**config.mk**
```make
export PLATFORM = sky130hd
export DESIGN_NAME = uart_rx
export DESIGN_NICKNAME = d
export VERILOG_FILES = /design/src/rtl/uart_pkg.sv /design/src/rtl/uart_rx_fifo.sv /design/src/rtl/uart_rx.sv
export SDC_FILE = /design/constraint.sdc
export NUM_CORES = 1
export LEC_CHECK = 0
export ABC_AREA = 1
export BUFFER_PORTS_ARGS = -buffer_cell sky130_fd_sc_hd__clkbuf_2
export CAP_MARGIN = 20
export CORE_ASPECT_RATIO = 1.75
export CORE_MARGIN = 2
export CORE_UTILIZATION = 35
export CTS_CLUSTER_DIAMETER = 120
export CTS_CLUSTER_SIZE = 12
export DETAILED_ROUTE_END_ITERATION = 12
export PLACE_DENSITY_LB_ADDON = 0.12
export SYNTH_ARGS = -nofsm -noshare
export SYNTH_HDL_FRONTEND = slang
export SYNTH_SLANG_ARGS = --single-unit
```
**constraint.sdc**
```tcl
create_clock -name clock -period 3.49 [get_ports clock]
set_input_delay 0.349 -clock clock [delete_from_list [all_inputs] [get_ports clock]]
set_output_delay 0.349 -clock clock [all_outputs]
set_load 0.005 [all_outputs]
```
**src/rtl/uart_pkg.sv**
```systemverilog
// Shared UART definitions: receive/transmit FSM encoding, default frame parameters, output FIFO depth.
// Latency: n/a (package only).
// Backpressure: n/a (package only).
package uart_pkg;

    // Default number of sample ticks per bit and data bits per frame.
    localparam int UART_OVERSAMPLE_DEF = 16;
    localparam int UART_DATA_BITS_DEF  = 8;

    // Depth of the optional receive FIFO (must be a power of two).
    localparam int UART_RX_FIFO_DEPTH  = 4;

    typedef enum logic [2:0] {
        IDLE      = 3'd0,
        START     = 3'd1,
        DATA      = 3'd2,
        STOP      = 3'd3,
        WAIT_IDLE = 3'd4
    } uart_state_e;

endpackage : uart_pkg

```
**src/rtl/uart_rx_fifo.sv**
```systemverilog
// Small receive FIFO: DEPTH entries (power of two), show-ahead head on rd_data_o.
// Latency: a write is visible on rd_data_o / empty_o the cycle after wr_en_i.
// Backpressure: writes are ignored when full unless a read happens in the same cycle.
//
// Ports:
//   clock, reset_n      : clock, asynchronous active-low reset
//   wr_en_i, wr_data_i  : push request and data
//   rd_en_i             : pop the head entry (ignored when empty)
//   rd_data_o           : head entry
//   full_o, empty_o     : occupancy flags
module uart_rx_fifo
    import uart_pkg::*;
#(
    parameter int WIDTH = UART_DATA_BITS_DEF,
    parameter int DEPTH = UART_RX_FIFO_DEPTH
) (
    input  logic             clock,
    input  logic             reset_n,
    input  logic             wr_en_i,
    input  logic [WIDTH-1:0] wr_data_i,
    input  logic             rd_en_i,
    output logic [WIDTH-1:0] rd_data_o,
    output logic             full_o,
    output logic             empty_o
);

    localparam int AW    = (DEPTH > 1) ? $clog2(DEPTH) : 1;
    localparam int PTR_W = AW + 1;

    // Pointers carry one wrap bit so full and empty can be told apart.
    logic [PTR_W-1:0] wr_ptr_q, wr_ptr_d;
    logic [PTR_W-1:0] rd_ptr_q, rd_ptr_d;
    logic [WIDTH-1:0] mem_q [DEPTH];
    logic             do_wr, do_rd;

    assign empty_o   = (wr_ptr_q == rd_ptr_q);
    assign full_o    = (wr_ptr_q[PTR_W-1] != rd_ptr_q[PTR_W-1]) &&
                       (wr_ptr_q[AW-1:0] == rd_ptr_q[AW-1:0]);
    assign rd_data_o = mem_q[rd_ptr_q[AW-1:0]];

    // A write into a full FIFO is allowed when the head leaves in the same
    // cycle; the slot being written is the one being freed.
    assign do_rd = rd_en_i && !empty_o;
    assign do_wr = wr_en_i && (!full_o || do_rd);

    always_comb begin
        wr_ptr_d = wr_ptr_q;
        rd_ptr_d = rd_ptr_q;
        if (do_wr) wr_ptr_d = wr_ptr_q + PTR_W'(1);
        if (do_rd) rd_ptr_d = rd_ptr_q + PTR_W'(1);
    end

    always_ff @(posedge clock or negedge reset_n) begin
        if (!reset_n) begin
            wr_ptr_q <= '0;
            rd_ptr_q <= '0;
            for (int i = 0; i < DEPTH; i++) begin
                mem_q[i] <= '0;
            end
        end else begin
            wr_ptr_q <= wr_ptr_d;
            rd_ptr_q <= rd_ptr_d;
            if (do_wr) begin
                mem_q[wr_ptr_q[AW-1:0]] <= wr_data_i;
            end
        end
    end

endmodule : uart_rx_fifo

```
**src/rtl/uart_rx.sv**
```systemverilog
// UART receiver: oversampled start/data/stop detection with one-entry (or 4-entry FIFO) output storage.
// Latency: byte appears on valid/byte_received the cycle after the mid-stop-bit sample.
// Backpressure: ready only drains storage; reception continues, a byte arriving to full storage is dropped with overrun.
//
// Build option: define UART_RX_FIFO_EN to replace the holding register with a 4-entry FIFO.
//
// Ports:
//   clock, reset_n   : clock, asynchronous active-low reset
//   sample_tick      : one-cycle strobe at OVERSAMPLE x baud
//   rx               : asynchronous serial input, idle high
//   byte_received    : stored byte (head of storage), stable while valid
//   valid, ready     : output handshake, transfer on valid && ready
//   framing_error    : one-cycle pulse when the stop bit is sampled low
//   overrun          : one-cycle pulse when a completed byte is dropped
// OVERSAMPLE must be even and at least 8.
module uart_rx
    import uart_pkg::*;
#(
    parameter int OVERSAMPLE = UART_OVERSAMPLE_DEF,
    parameter int DATA_BITS  = UART_DATA_BITS_DEF
) (
    input  logic                 clock,
    input  logic                 reset_n,
    input  logic                 sample_tick,
    input  logic                 rx,
    output logic [DATA_BITS-1:0] byte_received,
    output logic                 valid,
    input  logic                 ready,
    output logic                 framing_error,
    output logic                 overrun
);

    localparam int TICK_W = $clog2(OVERSAMPLE);
    localparam int BIT_W  = (DATA_BITS > 1) ? $clog2(DATA_BITS) : 1;

    localparam logic [TICK_W-1:0] TICK_MID  = TICK_W'(OVERSAMPLE / 2 - 1);
    localparam logic [TICK_W-1:0] TICK_LAST = TICK_W'(OVERSAMPLE - 1);
    localparam logic [BIT_W-1:0]  BIT_LAST  = BIT_W'(DATA_BITS - 1);

    // ------------------------------------------------------------------
    // Input synchronizer (resets to the idle-high line level)
    // ------------------------------------------------------------------
    logic rx_meta_q, rx_sync_q;

    always_ff @(posedge clock or negedge reset_n) begin
        if (!reset_n) begin
            rx_meta_q <= 1'b1;
            rx_sync_q <= 1'b1;
        end else begin
            rx_meta_q <= rx;
            rx_sync_q <= rx_meta_q;
        end
    end

    // ------------------------------------------------------------------
    // Receive FSM
    // ------------------------------------------------------------------
    uart_state_e          state_q, state_d;
    logic [TICK_W-1:0]    tick_cnt_q, tick_cnt_d;
    logic [BIT_W-1:0]     bit_cnt_q, bit_cnt_d;
    logic [DATA_BITS-1:0] shift_q, shift_d;
    logic                 byte_done;
    logic                 frame_err;

    always_comb begin
        state_d    = state_q;
        tick_cnt_d = tick_cnt_q;
        bit_cnt_d  = bit_cnt_q;
        shift_d    = shift_q;
        byte_done  = 1'b0;
        frame_err  = 1'b0;

        unique case (state_q)
            IDLE: begin
                if (sample_tick && !rx_sync_q) begin
                    state_d    = START;
                    tick_cnt_d = '0;
                end
            end

            START: begin
                if (sample_tick) begin
                    if (tick_cnt_q == TICK_MID) begin
                        // Mid start bit: a line that went high again was a glitch.
                        tick_cnt_d = '0;
                        if (!rx_sync_q) begin
                            state_d   = DATA;
                            bit_cnt_d = '0;
                        end else begin
                            state_d = IDLE;
                        end
                    end else begin
                        tick_cnt_d = tick_cnt_q + TICK_W'(1);
                    end
                end
            end

            DATA: begin
                if (sample_tick) begin
                    if (tick_cnt_q == TICK_LAST) begin
                        tick_cnt_d = '0;
                        // LSB arrives first, so shifting in at the top leaves
                        // the word correctly ordered after the last bit.
                        shift_d    = {rx_sync_q, shift_q[DATA_BITS-1:1]};
                        if (bit_cnt_q == BIT_LAST) begin
                            state_d   = STOP;
                            bit_cnt_d = '0;
                        end else begin
                            bit_cnt_d = bit_cnt_q + BIT_W'(1);
                        end
                    end else begin
                        tick_cnt_d = tick_cnt_q + TICK_W'(1);
                    end
                end
            end

            STOP: begin
                if (sample_tick) begin
                    if (tick_cnt_q == TICK_LAST) begin
                        tick_cnt_d = '0;
                        if (rx_sync_q) begin
                            byte_done = 1'b1;
                            state_d   = IDLE;
                        end else begin
                            frame_err = 1'b1;
                            state_d   = WAIT_IDLE;
                        end
                    end else begin
                        tick_cnt_d = tick_cnt_q + TICK_W'(1);
                    end
                end
            end

            WAIT_IDLE: begin
                // Hold off while the line is in break / stuck low.
                if (rx_sync_q) begin
                    state_d = IDLE;
                end
            end

            default: begin
                state_d = IDLE;
            end
        endcase
    end

    always_ff @(posedge clock or negedge reset_n) begin
        if (!reset_n) begin
            state_q    <= IDLE;
            tick_cnt_q <= '0;
            bit_cnt_q  <= '0;
            shift_q    <= '0;
        end else begin
            state_q    <= state_d;
            tick_cnt_q <= tick_cnt_d;
            bit_cnt_q  <= bit_cnt_d;
            shift_q    <= shift_d;
        end
    end

    // ------------------------------------------------------------------
    // Output storage
    // ------------------------------------------------------------------
    logic xfer;
    logic overrun_d;

    assign xfer = valid && ready;

`ifdef UART_RX_FIFO_EN
    logic fifo_full, fifo_empty;

    uart_rx_fifo #(
        .WIDTH (DATA_BITS),
        .DEPTH (UART_RX_FIFO_DEPTH)
    ) u_rx_fifo (
        .clock     (clock),
        .reset_n   (reset_n),
        .wr_en_i   (byte_done),
        .wr_data_i (shift_q),
        .rd_en_i   (xfer),
        .rd_data_o (byte_received),
        .full_o    (fifo_full),
        .empty_o   (fifo_empty)
    );

    assign valid     = !fifo_empty;
    // A pop in the same cycle frees a slot, so that byte is not lost.
    assign overrun_d = byte_done && fifo_full && !xfer;
`else
    logic [DATA_BITS-1:0] hold_q, hold_d;
    logic                 hold_vld_q, hold_vld_d;

    always_comb begin
        hold_d     = hold_q;
        hold_vld_d = hold_vld_q;
        overrun_d  = 1'b0;
        if (byte_done) begin
            if (!hold_vld_q || xfer) begin
                hold_d     = shift_q;
                hold_vld_d = 1'b1;
            end else begin
                overrun_d  = 1'b1;
            end
        end else if (xfer) begin
            hold_vld_d = 1'b0;
        end
    end

    always_ff @(posedge clock or negedge reset_n) begin
        if (!reset_n) begin
            hold_q     <= '0;
            hold_vld_q <= 1'b0;
        end else begin
            hold_q     <= hold_d;
            hold_vld_q <= hold_vld_d;
        end
    end

    assign byte_received = hold_q;
    assign valid         = hold_vld_q;
`endif

    // ------------------------------------------------------------------
    // Error pulses
    // ------------------------------------------------------------------
    logic framing_error_q, overrun_q;

    always_ff @(posedge clock or negedge reset_n) begin
        if (!reset_n) begin
            framing_error_q <= 1'b0;
            overrun_q       <= 1'b0;
        end else begin
            framing_error_q <= frame_err;
            overrun_q       <= overrun_d;
        end
    end

    assign framing_error = framing_error_q;
    assign overrun       = overrun_q;

endmodule : uart_rx
```
==> impl_metrics.csv <==
group,metric,value,unit
clock_tree,cts_tree,"built",
final_layout,finalNonFillerCells,238,
timing,period_minus_slack,1500,ps
final_layout,nNetsFinal,196,
power,p_leak,0.902,nW
yosys,synth.distinct_cells,24,
yosys,synth_ff_type,"dfrtp_1",
global_routing,grt_pass1_wl,5.02,mm
yosys,synth.avg_cell_area,8.67,um2
final_layout,multiInputGateArea,597,um2
place,dp_hpwl,2.15,mm
final_layout,final_common_cell,"nand2_1",
setup_path,cp_common_cell,"nand2_1",
timing,setup_violations,0,
drt,wire_per_inst,11.9,um
clock_tree,cts_hold_buf,0,
timing,worst_pin_slew,780,ps
setup_path,path_class,"reg2reg",
setup_path,critPathArrivalTime,1720,ps
clock_tree,cts.sinks,31,
setup_path,crit_path_end_kind,"flop",
global_routing,grt_max_degree,32,
clock_tree,ctsRootBufferMaster,"clkbuf_8",
run_status,status,"completed",
clock_tree,worstSkewPairLatency,280,ps
global_routing,overflow,0,
clock_tree,numCtsBuffers,5,
yosys,async_flop_share,100,%
floorplan,start_util,36.0,%
final_layout,drive_above_1_share,21.2,%
place,dp.cells,230,
setup_path,required,3700,ps
yosys,synth_area,1470,um2
clock_tree,post_cts_buffers,0,
setup_path,critical-path-slowest-cell,"dfrtp_1",
final_layout,regArea,778,um2
clock_tree,clock_path_buffers,2,
yosys,syn-num-nets,177,
global_routing,grt_util_all_layers,14.6,%
clock_tree,clkSlewWorstSetupHoldPaths,70,ps
yosys,synth_edf_count,0,
floorplan,die_w,52.9,um
place,globalplace.congestion,0.812,
drt,antenna_left,0,
timing,min_period_over_period,43.1,%
timing,skew,6.29,ps
drt,vias_per_cell,4.84,
drt,dr.pass1.iters,4,
floorplan,rows,31,
drt,vias,1151,
setup_path,path_cells,"ha_1, nand3_2, nor2_2, nand2_2, nor2_4, nand2_1, nand2_1",
clock_tree,htree_levels,2,
timing,finalHoldViolCount,0,
timing,rsz0062_at_grt,"no",
floorplan,die_area,4740,um2
floorplan,coreArea,4070,um2
power,vdd_drop_max,0.280,mV
final_layout,area_growth,13.5,%
job,cap_violations,0,
yosys,synthCells,169,
floorplan,io_pins,16,
setup_path,slowest_delay,360,ps
yosys,ys_ff_latch,31,
global_routing,antenna_found_initial,0,
place,io_buffer_count,15,
timing,max_slew_margin,48.0,%
drt,drt_iter0_drc,11,
timing,max_freq,0.665,GHz
final_layout,final_cell_mix,"50 x nand2_1, 29 x dfrtp_1, 15 x clkbuf_2",
setup_path,crit_path_max_fanout,11,
drt,drc_errors,0,
setup_path,reg2reg_setup_slack,1990,ps
global_routing,grt_pass1_vias,1163,
min_path,hold_class,"in2async",
yosys,synth_warnings,0,
final_layout,nFillCells,428,
final_layout,insertedDiodeCount,0,
clock_tree,post_cts_resized,0,
yosys,yosysSeqAreaShare,53.1,%
floorplan,die_height,89.6,um
drt,routed_wl,2.83,mm
final_layout,finalInstanceArea,1660,um2
power,p_per_area,595,nW/um2
setup_path,worstSetupStartpointType,"flop",
timing,finalMaxSlewViolations,0,
place,placed_cell_area,1570,um2
timing,tns,0,ps
worst paths after layout:
check                      cells past startpoint     startpoint          endpoint
min in group clock                             1             rx         rx_meta_q
min reg2reg                                    0      rx_meta_q         rx_sync_q
max in group asynchronous                      1        reset_n     tick_cnt_q[2]
max reg2reg                                    7  tick_cnt_q[0]  byte_received[0]
max                                            7  tick_cnt_q[0]  byte_received[0]
min                                            1        reset_n  byte_received[4]
cells in the mapped netlist, types with 2 or more instances:
| library cell | count | area, um2 |
|---|---|---|
| ha_1 | 3 | 37.5 |
| dfstp_2 | 2 | 52.6 |
| nand2_2 | 5 | 31.3 |
| inv_2 | 2 | 7.51 |
| inv_1 | 14 | 52.6 |
| nor2_1 | 13 | 48.8 |
| nand3_1 | 13 | 65.1 |
| o21ai_0 | 2 | 10.0 |
| nand4_1 | 2 | 12.5 |
| dfrtp_1 | 29 | 726 |
| a21oi_1 | 5 | 25.0 |
| nor2_4 | 4 | 45.0 |
| buf_6 | 2 | 22.5 |
| nand2_1 | 50 | 188 |
| o21ai_1 | 12 | 60.1 |
| nor2_2 | 3 | 18.8 |
area by class of cell:
type / count / area share, %
Multi-Input combinational cell: 119 / 35.9
Tap cell: 49 / 3.69
Clock buffer: 7 / 5.19
Clock inverter: 1 / 0.301
Sequential cell: 31 / 46.8
Timing Repair Buffer: 15 / 4.51
Inverter: 16 / 3.61
power by group:
group / switching, W / leakage, nW / internal [W]
logic: 0.000176 / 0.449 / 0.0000857
clock network: 0.000126 / 0.0482 / 0.000159
registers: 0.0000467 / 0.405 / 0.000396
cell families after synthesis:
family / share of synthesized area (%)
AND/OR/NAND/NOR: 30.0
flip-flops: 53.1
XOR/XNOR: 0.598
buffers and inverters: 6.15
AO/OA/AOI/OAI: 7.60
adder cells (fa/ha/maj): 2.56
state kept, by name, summed over array words and instances (netlist names), 3 cells and up:
| signal | cells |
|---|---|
| state_q | 3 |
| tick_cnt_q | 4 |
| byte_received | 8 |
| bit_cnt_q | 3 |
| shift_q | 8 |
per-layer routing:
layer  track usage [%]  wire length, um  up-vias
met3              3.31              109        7
met4              8.86               80        0
met2              26.5             1600       30
met5                 0                0        -
met1              14.5             1050      538
li1                  -                -      576
per-stage QoR:
stage	utilization, %	hold slack, ps	total power [W]	worst slack [ps]
final	40.8	134	0.000990	1990
after global routing	40.8	143	0.00107	1790
after CTS	40.8	140	0.00101	1960
after detailed placement	38.6	347	0.000712	1970
after global placement	38.6	345	0.000702	2000
after floorplan	-	53.4	0.000652	2140
critical path: cells and delay by family, from the launching register on:
kind,cells,cell delay (ps)
DFF,1,360
and+or+nand+nor,6,850
adders and majority gates,1,230
Power figures use the tool's default switching activity.
